$ cat src/rtl/pc_unit_pkg.sv
// pc_unit_pkg: shared types and constants for the PC unit.
// Build option: PCU_MISALIGN_CHECK_EN turns misaligned targets into a trap.
package pc_unit_pkg;

    localparam int unsigned XLEN_DEFAULT     = 32;
    localparam logic [31:0] RESET_PC_DEFAULT = 32'h8000_0000;
    localparam int unsigned PC_INC           = 4;

    // Issue/commit handshake phases of the single-outstanding core.
    typedef enum logic [1:0] {
        ISSUE = 2'd0,
        WAIT  = 2'd1,
        HALT  = 2'd2
    } state_t;

    // Where the next PC comes from after a commit.
    typedef enum logic [1:0] {
        SEQ   = 2'd0,
        REDIR = 2'd1,
        TRAP  = 2'd2,
        MRET  = 2'd3
    } pc_src_t;

endpackage

$ cat src/rtl/pc_next_sel.sv
// pc_next_sel: combinational next-PC priority mux (trap > mret > redirect > seq)
// with word alignment of the selected target.
// Build option: PCU_MISALIGN_CHECK_EN reports a misaligned mepc/redirect target
// through fault and substitutes the (aligned) trap vector.
module pc_next_sel
    import pc_unit_pkg::*;
#(
    parameter int XLEN = 32
) (
    input  logic [XLEN-1:0] pc,
    input  logic            redirect_valid,
    input  logic [XLEN-1:0] redirect_target,
    input  logic            trap_valid,
    input  logic [XLEN-1:0] trap_vec,
    input  logic            mret_valid,
    input  logic [XLEN-1:0] mepc,
`ifdef PCU_MISALIGN_CHECK_EN
    output logic            fault,
`endif
    output logic [XLEN-1:0] next_pc
);

    pc_src_t         src;
    logic [XLEN-1:0] raw_target;
    logic [XLEN-1:0] aligned_target;
    logic [XLEN-1:0] trap_base;

    // Pick the source by fixed priority among the commit qualifiers.
    always_comb begin
        // NOTE: every always_comb output gets a default first so no path leaves it unassigned (no latch).
        src = SEQ;
        if (trap_valid) begin
            src = TRAP;
        end else if (mret_valid) begin
            src = MRET;
        end else if (redirect_valid) begin
            src = REDIR;
        end
    end

    // Route the chosen source to the raw target.
    always_comb begin
        raw_target = pc + XLEN'(PC_INC);
        case (src)
            TRAP:    raw_target = trap_vec;
            MRET:    raw_target = mepc;
            REDIR:   raw_target = redirect_target;
            default: raw_target = pc + XLEN'(PC_INC);
        endcase
    end

    assign aligned_target = {raw_target[XLEN-1:2], 2'b00};
    assign trap_base      = {trap_vec[XLEN-1:2], 2'b00};

`ifdef PCU_MISALIGN_CHECK_EN
    // A misaligned trap vector is just masked; only mepc/redirect can fault.
    always_comb begin
        fault   = ((src == MRET) || (src == REDIR)) && (raw_target[1:0] != 2'b00);
        next_pc = fault ? trap_base : aligned_target;
    end
`else
    // Without the check, low target bits are dropped silently.
    always_comb begin
        next_pc = aligned_target;
        if (src == TRAP) begin
            next_pc = trap_base;
        end
    end
`endif

endmodule

$ cat src/rtl/pc_unit.sv
// pc_unit: owns the architectural PC, offers it to fetch with valid/ready,
// and advances it on commit. One instruction outstanding at a time.
// Build option: PCU_MISALIGN_CHECK_EN adds the misalign output pulse.
module pc_unit
    import pc_unit_pkg::*;
#(
    parameter int              XLEN     = 32,
    parameter logic [XLEN-1:0] RESET_PC = XLEN'(RESET_PC_DEFAULT)
) (
    input  logic            clk,
    input  logic            rst,
    output logic [XLEN-1:0] pc,
    output logic            pc_valid,
    input  logic            pc_ready,
    input  logic            commit,
    input  logic            redirect_valid,
    input  logic [XLEN-1:0] redirect_target,
    input  logic            trap_valid,
    input  logic [XLEN-1:0] trap_vec,
    input  logic            mret_valid,
    input  logic [XLEN-1:0] mepc,
    input  logic            halt_req,
`ifdef PCU_MISALIGN_CHECK_EN
    output logic            misalign,
`endif
    output logic            halted,
    output logic [63:0]     instret
);

    state_t          state;
    state_t          state_next;
    logic [XLEN-1:0] next_pc;
    logic            commit_take;
    logic            pc_load;
`ifdef PCU_MISALIGN_CHECK_EN
    logic            fault;
`endif

    pc_next_sel #(
        .XLEN            (XLEN)
    ) u_next_sel (
        .pc              (pc),
        .redirect_valid  (redirect_valid),
        .redirect_target (redirect_target),
        .trap_valid      (trap_valid),
        .trap_vec        (trap_vec),
        .mret_valid      (mret_valid),
        .mepc            (mepc),
`ifdef PCU_MISALIGN_CHECK_EN
        .fault           (fault),
`endif
        .next_pc         (next_pc)
    );

    // Commit only counts while an instruction is outstanding; elsewhere it is a protocol error.
    assign commit_take = (state == WAIT) && commit;
    assign pc_load     = commit_take && !halt_req;

    assign pc_valid = (state == ISSUE);
    assign halted   = (state == HALT);

    // State register.
    always_ff @(posedge clk or posedge rst) begin
        // NOTE: sequential state uses non-blocking assignments so all flops update from pre-edge values.
        if (rst) begin
            state <= ISSUE;
        end else begin
            state <= state_next;
        end
    end

    // Next-state logic: issue, wait for commit, or stop for good.
    always_comb begin
        state_next = state;
        case (state)
            ISSUE: if (pc_ready) state_next = WAIT;
            WAIT: begin
                if (commit) begin
                    state_next = halt_req ? HALT : ISSUE;
                end
            end
            HALT:    state_next = HALT;
            default: state_next = ISSUE;
        endcase
    end

    // PC register: held while offered, reloaded only by a non-halting commit.
    always_ff @(posedge clk or posedge rst) begin
        if (rst) begin
            pc <= RESET_PC;
        end else if (pc_load) begin
            pc <= next_pc;
        end
    end

    // Retired-instruction counter; a halting instruction still retires.
    always_ff @(posedge clk or posedge rst) begin
        if (rst) begin
            instret <= 64'd0;
        end else if (commit_take) begin
            instret <= instret + 64'd1;
        end
    end

`ifdef PCU_MISALIGN_CHECK_EN
    // One-cycle misalign pulse alongside the PC update that replaced the bad target.
    always_ff @(posedge clk or posedge rst) begin
        if (rst) begin
            misalign <= 1'b0;
        end else begin
            misalign <= pc_load && fault;
        end
    end
`endif

endmodule

$ cat config.mk
export PLATFORM = sky130hd
export DESIGN_NAME = pc_unit
export DESIGN_NICKNAME = d
export VERILOG_FILES = /design/src/rtl/pc_unit_pkg.sv /design/src/rtl/pc_next_sel.sv /design/src/rtl/pc_unit.sv
export SDC_FILE = /design/constraint.sdc
export NUM_CORES = 1
export LEC_CHECK = 0
export BUFFER_PORTS_ARGS = -buffer_cell sky130_fd_sc_hd__buf_4
export CAP_MARGIN = 20
export CORE_ASPECT_RATIO = 0.9
export CORE_UTILIZATION = 52
export CTS_BUF_LIST = sky130_fd_sc_hd__clkbuf_8
export DETAILED_ROUTE_END_ITERATION = 6
export PLACE_DENSITY = 0.82
export REMOVE_ABC_BUFFERS = 1
export SETUP_SLACK_MARGIN = 0.5
export SYNTH_ARGS = -nofsm -noshare
export SYNTH_HDL_FRONTEND = slang
export SYNTH_HIERARCHICAL = 1
export SYNTH_SLANG_ARGS = --single-unit
$ cat constraint.sdc
create_clock -name clk -period 3.83 [get_ports clk]
set_input_delay 0.1915 -clock clk [delete_from_list [all_inputs] [get_ports clk]]
set_output_delay 0.1915 -clock clk [all_outputs]
set_load 0.05 [all_outputs]
==> results.txt, run 1 <==
Initial DRC Count - 646
CTS resizes - 0
Initial DRT Pass Iterations - 5
Total Wirelength - 18.2 mm
Total CTS buffers - 9
Starting Density - 54.2%
Asr flop ratio synth - 100%
Worst Max-Slew Pin Slew - 1.06 ns
# IOs - 202
Skew final - 0.0191 ns
# rows - 36
Hold crit path type - input port to async pin
Setup Slack @ Placement - 1.06 ns
Post-synthesis sequential area ratio - 41.2%
Startpoint Class - flip-flop
Start of the worst register-to-register path - pc[2]
Worst setup path class - flip-flop to flip-flop
Max FO, Critical Path - 10
Post-CTS Hold Fix Bufs - 0
Post-route ant nets - 0
Via density - 6.15
Area grow syn2layout - 29.5%
First-pass GRT wire length - 28.9 mm
Largest net degree at the start of global routing - 73
P_leak - 3.55 nW
HPWL after DPL - 13.3 mm
RSZ-0062 raised after global routing - no
Final setup vio count - 0
H-tree levels - 3
Synth top area cells - dfrtp_1 41%, mux2_2 6.1%, xor2_1 5.7%
Port Buf Inserts - 195
Max cap viols - 0
Syn Area/Cell - 9.19 um^2
Setup bufs post-CTS - 0
Full die area - 0.0119 mm^2
Total Power - 0.00406 W
Dominant synthesized flop cell - dfrtp_1
Fin Setup TNS - 0 ns
Post-synth cell types - 60
Util after Layout - 70.1%
CTS Buffer Depth - 2
EDFF count, synth - 0
VDD IR-drop max - 0.000423 V
Synth area leader - dfrtp_1
Final Slew Violations - 0
DRC Markers - 0
# fillers - 901
Setup slack after layout - 0.997 ns
Die W - 115 um
Capturing point of the worst reg2reg path - pc[28]
CORE AREA - 0.0110 mm^2
Min cycle time layout - 2.83 ns
Final Hold Viols - 0
Gpl congestion - 0.926
Post-Syn Instances - 648
Top post-synthesis cells by count - 97 x dfrtp_1, 67 x nand2_1, 43 x nor2_1
All-Layer GR Usage - 30.8%
Synth top area share - 40.8%
Root buf cell - clkbuf_8
Antenna violations before repair - 0
R2r setup slk - 1.0 ns
Clock-pin transition on the worst setup and hold timing paths - 0.11 ns
Routed WL per cell - 18.4 um
Required time of the critical path - 4.10 ns
PD cells - 526 mW/mm^2
Ant diodes - 0
Die H - 104 um
Period utilisation layout - 74.0%
Worst-case reg-to-reg path depth - 6
Most common cell in the netlist - dfrtp_1
Fmax - 353 MHz
Via count - 6,070
Nets - 936
Crit path DAT - 3.10 ns
Clock Latency Late Sink - 0.37 ns
Status - finished, final reports clean
Grt total ovfl - 0
Setup crit end kind - flip-flop
Synthesized area - 0.00595 mm^2
Sink Count - 98
Relative slew margins - 28.8%
Number of global-route vias before repair - 5,565
Flops & latches, synth - 98
Share of cells above drive strength 1 - 31.5%
Yosys warning total - 6
CTS tree - built
-- layout by cell type, fill, tap and decap left out, types with 8 or more instances in the layout --
cell      instances
a21oi_1           9
a22oi_1          13
buf_4           202
clkbuf_8          9
dfrtp_1          97
inv_1            15
mux2_2           32
nand2_1          67
nand3_1          35
nand4_1          36
nor2_1           42
nor3_1           36
nor4_1           26
o21ai_0          19
or3_1            11
or4_1             8
xnor2_1          31
xor2_1           39
-- where the power goes --
| part | leakage [nW] | switching [W] | internal [W] | total, W |
|---|---|---|---|---|
| clock | 0.0925 | 0.000404 | 0.000248 | 0.000652 |
| combinational | 2.18 | 0.00116 | 0.000648 | 0.00181 |
| sequential | 1.28 | 0.000354 | 0.00124 | 0.00159 |
| total | 3.55 | 0.00192 | 0.00214 | 0.00406 |
-- kinds of logic (layout without fill, tap and decap cells) --
group	Yosys count	in the layout	synth area share, %
muxes	36	36	6.73
buffers and inverters	48	234	3.43
adders and majority gates	2	2	0.420
AOI/OAI and AO/OA	95	95	11.4
DFF	98	98	41.2
other	1	2	0.0630
and+or+nand+nor	298	298	26.4
xor gates and xnor gates	70	70	10.3
-- critical path, cell delays in order, from the launching register on --
cell     delay, ns
dfrtp_1       0.46
ha_1          0.25
nand3_2       0.21
or4_1         0.78
o311a_1       0.42
or3_1         0.34
mux2_2        0.27
-- registers in the layout (all words and copies together), names as in the netlist --
name,cells
pc,32
state,2
instret,64
-- through the flow --
| step | hold slack [ns] | area (um^2) | std cells |
|---|---|---|---|
| 6_report | 0.0160 | 7710 | 987 |
| 5_1_grt | 0.0512 | 7710 | 987 |
| 4_1_cts | 0.0369 | 7710 | 987 |
| 3_5_place_dp | 0.416 | 7520 | 971 |
| 3_3_place_gp | 0.410 | 7520 | 971 |
| 2_1_floorplan | 0.308 | 5810 | 617 |
-- area by class of cell --
| type | instances | area [um^2] | area share (%) |
|---|---|---|---|
| Sequential cell | 98 | 2450 | 31.8 |
| Clock inverter | 7 | 58.8 | 0.763 |
| Inverter | 16 | 62.6 | 0.812 |
| Multi-Input combinational cell | 503 | 3300 | 42.8 |
| Clock buffer | 9 | 124 | 1.61 |
| Tap cell | 152 | 190 | 2.47 |
| Timing Repair Buffer | 202 | 1520 | 19.7 |
-- how the worst max path moves through the flow --
stage	from	endpoint	slack [ns]	cells after the start
floorplan	pc[2]	pc[28]	0.94	6
global placement	pc[2]	pc[28]	1.07	6
detailed placement	pc[2]	pc[28]	1.06	6
CTS	pc[2]	pc[28]	1.03	6
global route	pc[2]	pc[28]	0.89	6
finish	pc[2]	pc[28]	1.0	6
-- per-layer routing --
| metal | part of all wire [%] | global-route usage [%] | wire [um] | vias up |
|---|---|---|---|---|
| met1 | 42 | 43.4 | 7630 | 2909 |
| met3 | 8.9 | 4.10 | 1620 | 50 |
| met2 | 46 | 48.6 | 8390 | 350 |
| met5 | 0 | 2.22 | 0 | - |
| li1 | - | - | - | 2761 |
| met4 | 2.9 | 10.9 | 527 | 0 |
Note: power is estimated with default switching activity, not from simulation.
==> inputs of run 2 (changes only) <==
==> constraint.sdc (replaced) <==
create_clock -name clk -period 2.86 [get_ports clk]
set_input_delay 0.143 -clock clk [delete_from_list [all_inputs] [get_ports clk]]
set_output_delay 0.143 -clock clk [all_outputs]
set_load 0.05 [all_outputs]
==> run 2 against run 1 <==
Setup slack got worse by 0.47 ns. Core utilization rose by 2.5 points. Global-route usage rose by 1.4 points. Clock skew fell by 0.0069 ns. Combinational power rose by 43%. Fmax rose by 22%. Critical path type unchanged. Critical path depth did not move.
==> results.txt, run 2 (same netlist as run 1, synthesis figures left out) <==
Antenna violations before repair - 0 (unchanged)
Largest regs - instret: 64 flops, pc: 32 flops, state: 2 flops
Biggest register - instret
First-pass GRT wire length - 29.9 mm (+3.4%)
Setup crit end kind - flip-flop
Min cycle time layout - 2.33 ns (-0.504 ns)
Final Hold Viols - 0 (unchanged)
# IOs - 202 (unchanged)
Share of cells above drive strength 1 - 35.4% (+3.9 points)
Via density - 6.20 (+0.77%)
Routed WL per cell - 18.8 um (+2.4%)
VDD IR-drop max - 0.000785 V (+86%)
DRC Markers - 0 (unchanged)
Hold crit path type - input port to flip-flop
P_leak - 3.66 nW (+3.0%)
Final Slew Violations - 0 (unchanged)
Largest net degree at the start of global routing - 60 (-18%)
Die W - 115 um (unchanged)
Final setup vio count - 0 (unchanged)
Grt total ovfl - 0 (unchanged)
Startpoint Class - flip-flop
# rows - 36 (unchanged)
H-tree levels - 3 (unchanged)
Max FO, Critical Path - 7 (-3)
Area of placed instances - 0.00759 mm^2 (+0.86%)
Skew final - 0.0122 ns (-0.00686 ns)
Max reg flops - 64 (unchanged)
Fmax - 429 MHz (+22%)
Gpl congestion - 0.916 (-1.0%)
CTS tree - built
Die H - 104 um (unchanged)
Initial DRT Pass Iterations - 5 (unchanged)
Cells on Worst Hold Path - 4
Sink Count - 98 (unchanged)
Max cap viols - 0 (unchanged)
CORE AREA - 0.0110 mm^2 (unchanged)
Worst Max-Slew Pin Slew - 1.13 ns (+0.0704 ns)
Total Wirelength - 19.0 mm (+4.5%)
# fillers - 846 (-6.1%)
Clock-pin transition on the worst setup and hold timing paths - 0.09 ns (-0.02 ns)
Port Buf Inserts - 195 (unchanged)
Worst setup path class - flip-flop to flip-flop
PD cells - 704 mW/mm^2 (+34%)
Fin cells - 1,008 (+2.1%)
Period utilisation layout - 81.4% (+7.5 points)
Crit path DAT - 2.61 ns (-0.49 ns)
HPWL after DPL - 13.5 mm (+1.8%)
Placed cells - 978 (+0.72%)
Post-route ant nets - 0 (unchanged)
Relative slew margins - 24.0% (-4.7 points)
Starting Density - 54.2% (unchanged)
Ant diodes - 0 (unchanged)
Required time of the critical path - 3.14 ns (-0.96 ns)
Design area - 0.00798 mm^2 (+3.5%)
Nets - 957 (+2.2%)
Total CTS buffers - 9 (unchanged)
Area grow syn2layout - 34.0%
Initial DRC Count - 540 (-16%)
Root buf cell - clkbuf_8
Worst-case reg-to-reg path depth - 6 (unchanged)
Clock Latency Late Sink - 0.39 ns (+0.02 ns)
Most frequent cells in the layout - 217 x buf_4, 85 x dfrtp_1, 67 x nand2_1, 42 x nor2_1, 39 x xor2_1
Status - finished, final reports clean
Commonest non-fill, non-tap cell in the layout - buf_4
CTS Buffer Depth - 2 (unchanged)
All-Layer GR Usage - 32.3% (+1.4 points)
Via count - 6,247 (+2.9%)
RSZ-0062 raised after global routing - yes
Full die area - 0.0119 mm^2 (unchanged)
Number of global-route vias before repair - 5,901 (+6.0%)
run 2: what timing repair did:
item                       CTS  global route
hold endpoints to repair    59             0
hold buffers                 3             0
setup endpoints to repair   14            14
buffers inserted             5             6
pin swaps                    1             6
resized for setup           15            13
run 2: final timing paths:
check / end / start / slack [ns]
worst max-delay path: pc[23] / pc[3] / 0.53
worst min-delay path: state[0] / commit / 0.09
worst max register to register: pc[23] / pc[3] / 0.53
worst min register to register: state[0] / state[1] / 0.49
max in group asynchronous: pc[2] / rst / 1.70
min in group asynchronous: instret[37] / rst / 0.47
run 2: through the flow:
stage | total power (W) | hold WS, ns | setup TNS, ns | utilization (%) | setup WS (ns)
2_1_floorplan | 0.00370 | 0.260 | -0.0334 | - | -0.0334
3_3_place_gp | 0.00451 | 0.331 | 0 | 69.1 | 0.303
3_5_place_dp | 0.00459 | 0.348 | 0 | 69.1 | 0.251
4_1_cts | 0.00554 | 0.0842 | 0 | 71.8 | 0.512
5_1_grt | 0.00586 | 0.0886 | 0 | 72.6 | 0.478
6_report | 0.00562 | 0.0903 | 0 | 72.6 | 0.531
run 2: worst max-delay path, cell delays in order, from the launching register on:
cell and delay (ns):
dfrtp_1 0.42, buf_6 0.14, nand4_2 0.13, or4_4 0.61
o311a_1 0.32, or3_1 0.34, mux2_2 0.26
run 2: layout make-up:
class / count / area, um^2 / area share (%)
clock buffer: 9 / 124 / 1.55
clock inverter: 7 / 62.6 / 0.784
inverter: 16 / 62.6 / 0.784
multi-input combinational: 503 / 3370 / 42.2
sequential: 98 / 2470 / 30.9
tap: 152 / 190 / 2.38
timing repair buffer: 223 / 1700 / 21.3
run 2: power by group:
part           total, W  internal, W  switching, W
registers       0.00214      0.00168      0.000467
clock network  0.000883     0.000395      0.000488
logic           0.00259     0.000956       0.00164
run 2: routing by layer:
layer / share of wire, % / vias to the layer above / track usage, %
li1: - / 2806 / -
met1: 41 / 2997 / 41.8
met2: 46 / 375 / 50.3
met3: 9.3 / 69 / 8.84
met5: 0 / - / 0
met4: 3.8 / 0 / 14.3
==> inputs of run 3 (changes only) <==
==> constraint.sdc (replaced) <==
create_clock -name clk -period 2.38 [get_ports clk]
set_input_delay 0.119 -clock clk [delete_from_list [all_inputs] [get_ports clk]]
set_output_delay 0.119 -clock clk [all_outputs]
set_load 0.05 [all_outputs]
==> run 3 against run 2 <==
Register-to-register slack lost 0.92 ns. Critical path depth up 1. Clock-buffer cell count is the same. The run now ends with DRC, setup timing left. Sequential share of layout area is 5.8 points lower.
==> results.txt, run 3 (same netlist as run 1, synthesis figures left out) <==
Final setup vio count - 16 (+16)
CORE AREA - 0.0110 mm^2 (unchanged)
CTS Buffer Depth - 2 (unchanged)
Port Buf Inserts - 195 (unchanged)
WP buf/inv - 2 (+1)
Starting Density - 54.2% (unchanged)
Global routing usage on met1 - 45.6% (+3.8 points)
Clock Latency Late Sink - 0.42 ns (+0.03 ns)
Cell class contributing the biggest share of worst-path delay - simple AND/OR/NAND/NOR gates
Period utilisation layout - 116% (+35 points)
Skew final - 0.0254 ns (+0.0132 ns)
Placed cells - 1,027 (+5.0%)
Area grow syn2layout - 65.9%
Critical-path cell list - nand4_1 -> buf_4 -> nor2_2 -> nand3_4 -> buf_4 -> nor4_4 -> xnor2_1
Required time of the critical path - 2.61 ns (-0.53 ns)
Clock-pin transition on the worst setup and hold timing paths - 0.12 ns (+0.03 ns)
RSZ-0062 raised after global routing - yes
Routed WL per cell - 29.1 um (+55%)
Total Wirelength - 33.2 mm (+75%)
Met2 Use GR - 60.2% (+9.9 points)
# IOs - 202 (unchanged)
Grt peak-use layer - met2
HPWL after DPL - 14.8 mm (+9.7%)
Max reg flops - 64 (unchanged)
P_leak - 4.81 nW (+31%)
Final Hold Viols - 0 (unchanged)
Status - finished with violations
Full die area - 0.0119 mm^2 (unchanged)
Fin cells - 1,139 (+13%)
Max FO, Critical Path - 4 (-3)
Root buf cell - clkbuf_8
H-tree levels - 3 (unchanged)
Net switching power - 0.00390 W (+50%)
Worst Max-Slew Pin Slew - 1.08 ns (-0.0481 ns)
Commonest non-fill, non-tap cell in the layout - buf_4
Sink Count - 98 (unchanged)
Startpoint Class - flip-flop
Largest regs - instret: 64 flops, pc: 32 flops, state: 2 flops
Worst setup path class - flip-flop to flip-flop
Relative slew margins - 27.2% (+3.2 points)
Area of placed instances - 0.00796 mm^2 (+4.8%)
Clock Power Share - 14.1% (-1.6 points)
Hold WS - 0.0174 ns (-0.0729 ns)
Nets - 1,088 (+14%)
Net switching fraction of the power - 49.2% (+3.1 points)
Most frequent cells in the layout - 323 x buf_4, 74 x dfrtp_1, 64 x nand2_1, 38 x xor2_1, 36 x nand4_1
Largest net degree at the start of global routing - 58 (-3.3%)
Max incr delay on CP - 0.47 ns (-0.14 ns)
Flop pwr share - 31.1% (-7.1 points)
Ant diodes - 0 (unchanged)
Antenna violations before repair - 1 (+1)
Gpl congestion - 0.945 (+3.1%)
Post-route ant nets - 0 (unchanged)
Fin Setup TNS - -1.57 ns (-1.57 ns)
Slowest cell on crit path - xnor2_1
Setup slack after layout - -0.390 ns (-0.921 ns)
Via count - 8,314 (+33%)
Hold crit path type - input port to flip-flop
Crit path DAT - 3.00 ns (+0.39 ns)
Max cap viols - 0 (unchanged)
First-pass GRT wire length - 33.8 mm (+13%)
Share of cells above drive strength 1 - 53.9% (+19 points)
All-Layer GR Usage - 36.4% (+4.2 points)
DRC Markers - 79 (+79)
Number of global-route vias before repair - 6,605 (+12%)
Initial DRC Count - 1,559 (+190%)
Via density - 7.30 (+18%)
R2r setup slk - -0.39 ns (-0.92 ns)
Final Slew Violations - 0 (unchanged)
Int Power - 0.00402 W (+33%)
Util after Layout - 89.9% (+17 points)
Grt total ovfl - 0 (unchanged)
Comb pwr share - 54.8% (+8.7 points)
Die H - 104 um (unchanged)
GR Layer Usage met3 - 6.96% (-1.9 points)
VDD IR-drop max - 0.00118 V (+51%)
Failing checks - DRC, setup timing
Design area - 0.00988 mm^2 (+24%)
Min cycle time layout - 2.77 ns (+0.441 ns)
Initial DRT Pass Iterations - 7 (+2)
# rows - 36 (unchanged)
Biggest register - instret
Total CTS buffers - 9 (unchanged)
PD cells - 801 mW/mm^2 (+14%)
Die W - 115 um (unchanged)
Fmax - 361 MHz (-16%)
Setup crit end kind - flip-flop
CTS tree - built
CP dominant cell by count - buf_4
==> run 3: path summary, 6_finish.rpt <==
| kind | depth (start not counted) | endpoint | startpoint |
|---|---|---|---|
| max in group asynchronous | 4 | instret[36] | rst |
| worst max-delay path | 7 | instret[62] | instret[19] |
| worst max register to register | 7 | instret[62] | instret[19] |
| min in group asynchronous | 3 | pc[19] | rst |
| worst min-delay path | 3 | state[0] | pc_ready |
| worst min register to register | 1 | instret[63] | instret[63] |
==> run 3: final cells by class <==
class | count | area (um^2)
multi-input combinational | 503 | 4180
timing repair buffer | 354 | 2790
sequential | 98 | 2480
fill | 420 | 1110
tap | 152 | 190
clock buffer | 9 | 124
inverter | 16 | 62.6
clock inverter | 7 | 46.3
==> run 3: timing repair <==
action                                  CTS  global route
pin swaps                                24            84
endpoints found under the hold margin    55             0
resized for setup                        53           165
endpoints found under the setup margin   52            71
buffers inserted                         32            62
hold buffers                              2             0
==> run 3: worst min-delay path, cell delays in order <==
cell and delay [ns]:
buf_4 0.08, mux2i_1 0.06, nor2_1 0.12
==> run 3: metal layers <==
layer / wire length (um) / share of wire, %
met5: 35 / 0.11
met4: 3840 / 12
met3: 5210 / 16
met2: 14000 / 42
met1: 10100 / 31
==> run 3: power groups by stage <==
stage	clock [W]	sequential, W	combinational (W)
after floorplan	0	0.00355	0.000894
after global placement	0	0.00234	0.00338
after detailed placement	0	0.00238	0.00343
after CTS	0.00100	0.00234	0.00365
after global routing	0.00117	0.00248	0.00444
final	0.00112	0.00246	0.00434
==> run 3: through the flow <==
stage                     power, W  setup slack (ns)
after floorplan            0.00444            -0.513
after global placement     0.00572            0.0841
after detailed placement   0.00581           -0.0181
after CTS                  0.00698             0.121
after global routing       0.00809            -0.321
final                      0.00792            -0.390
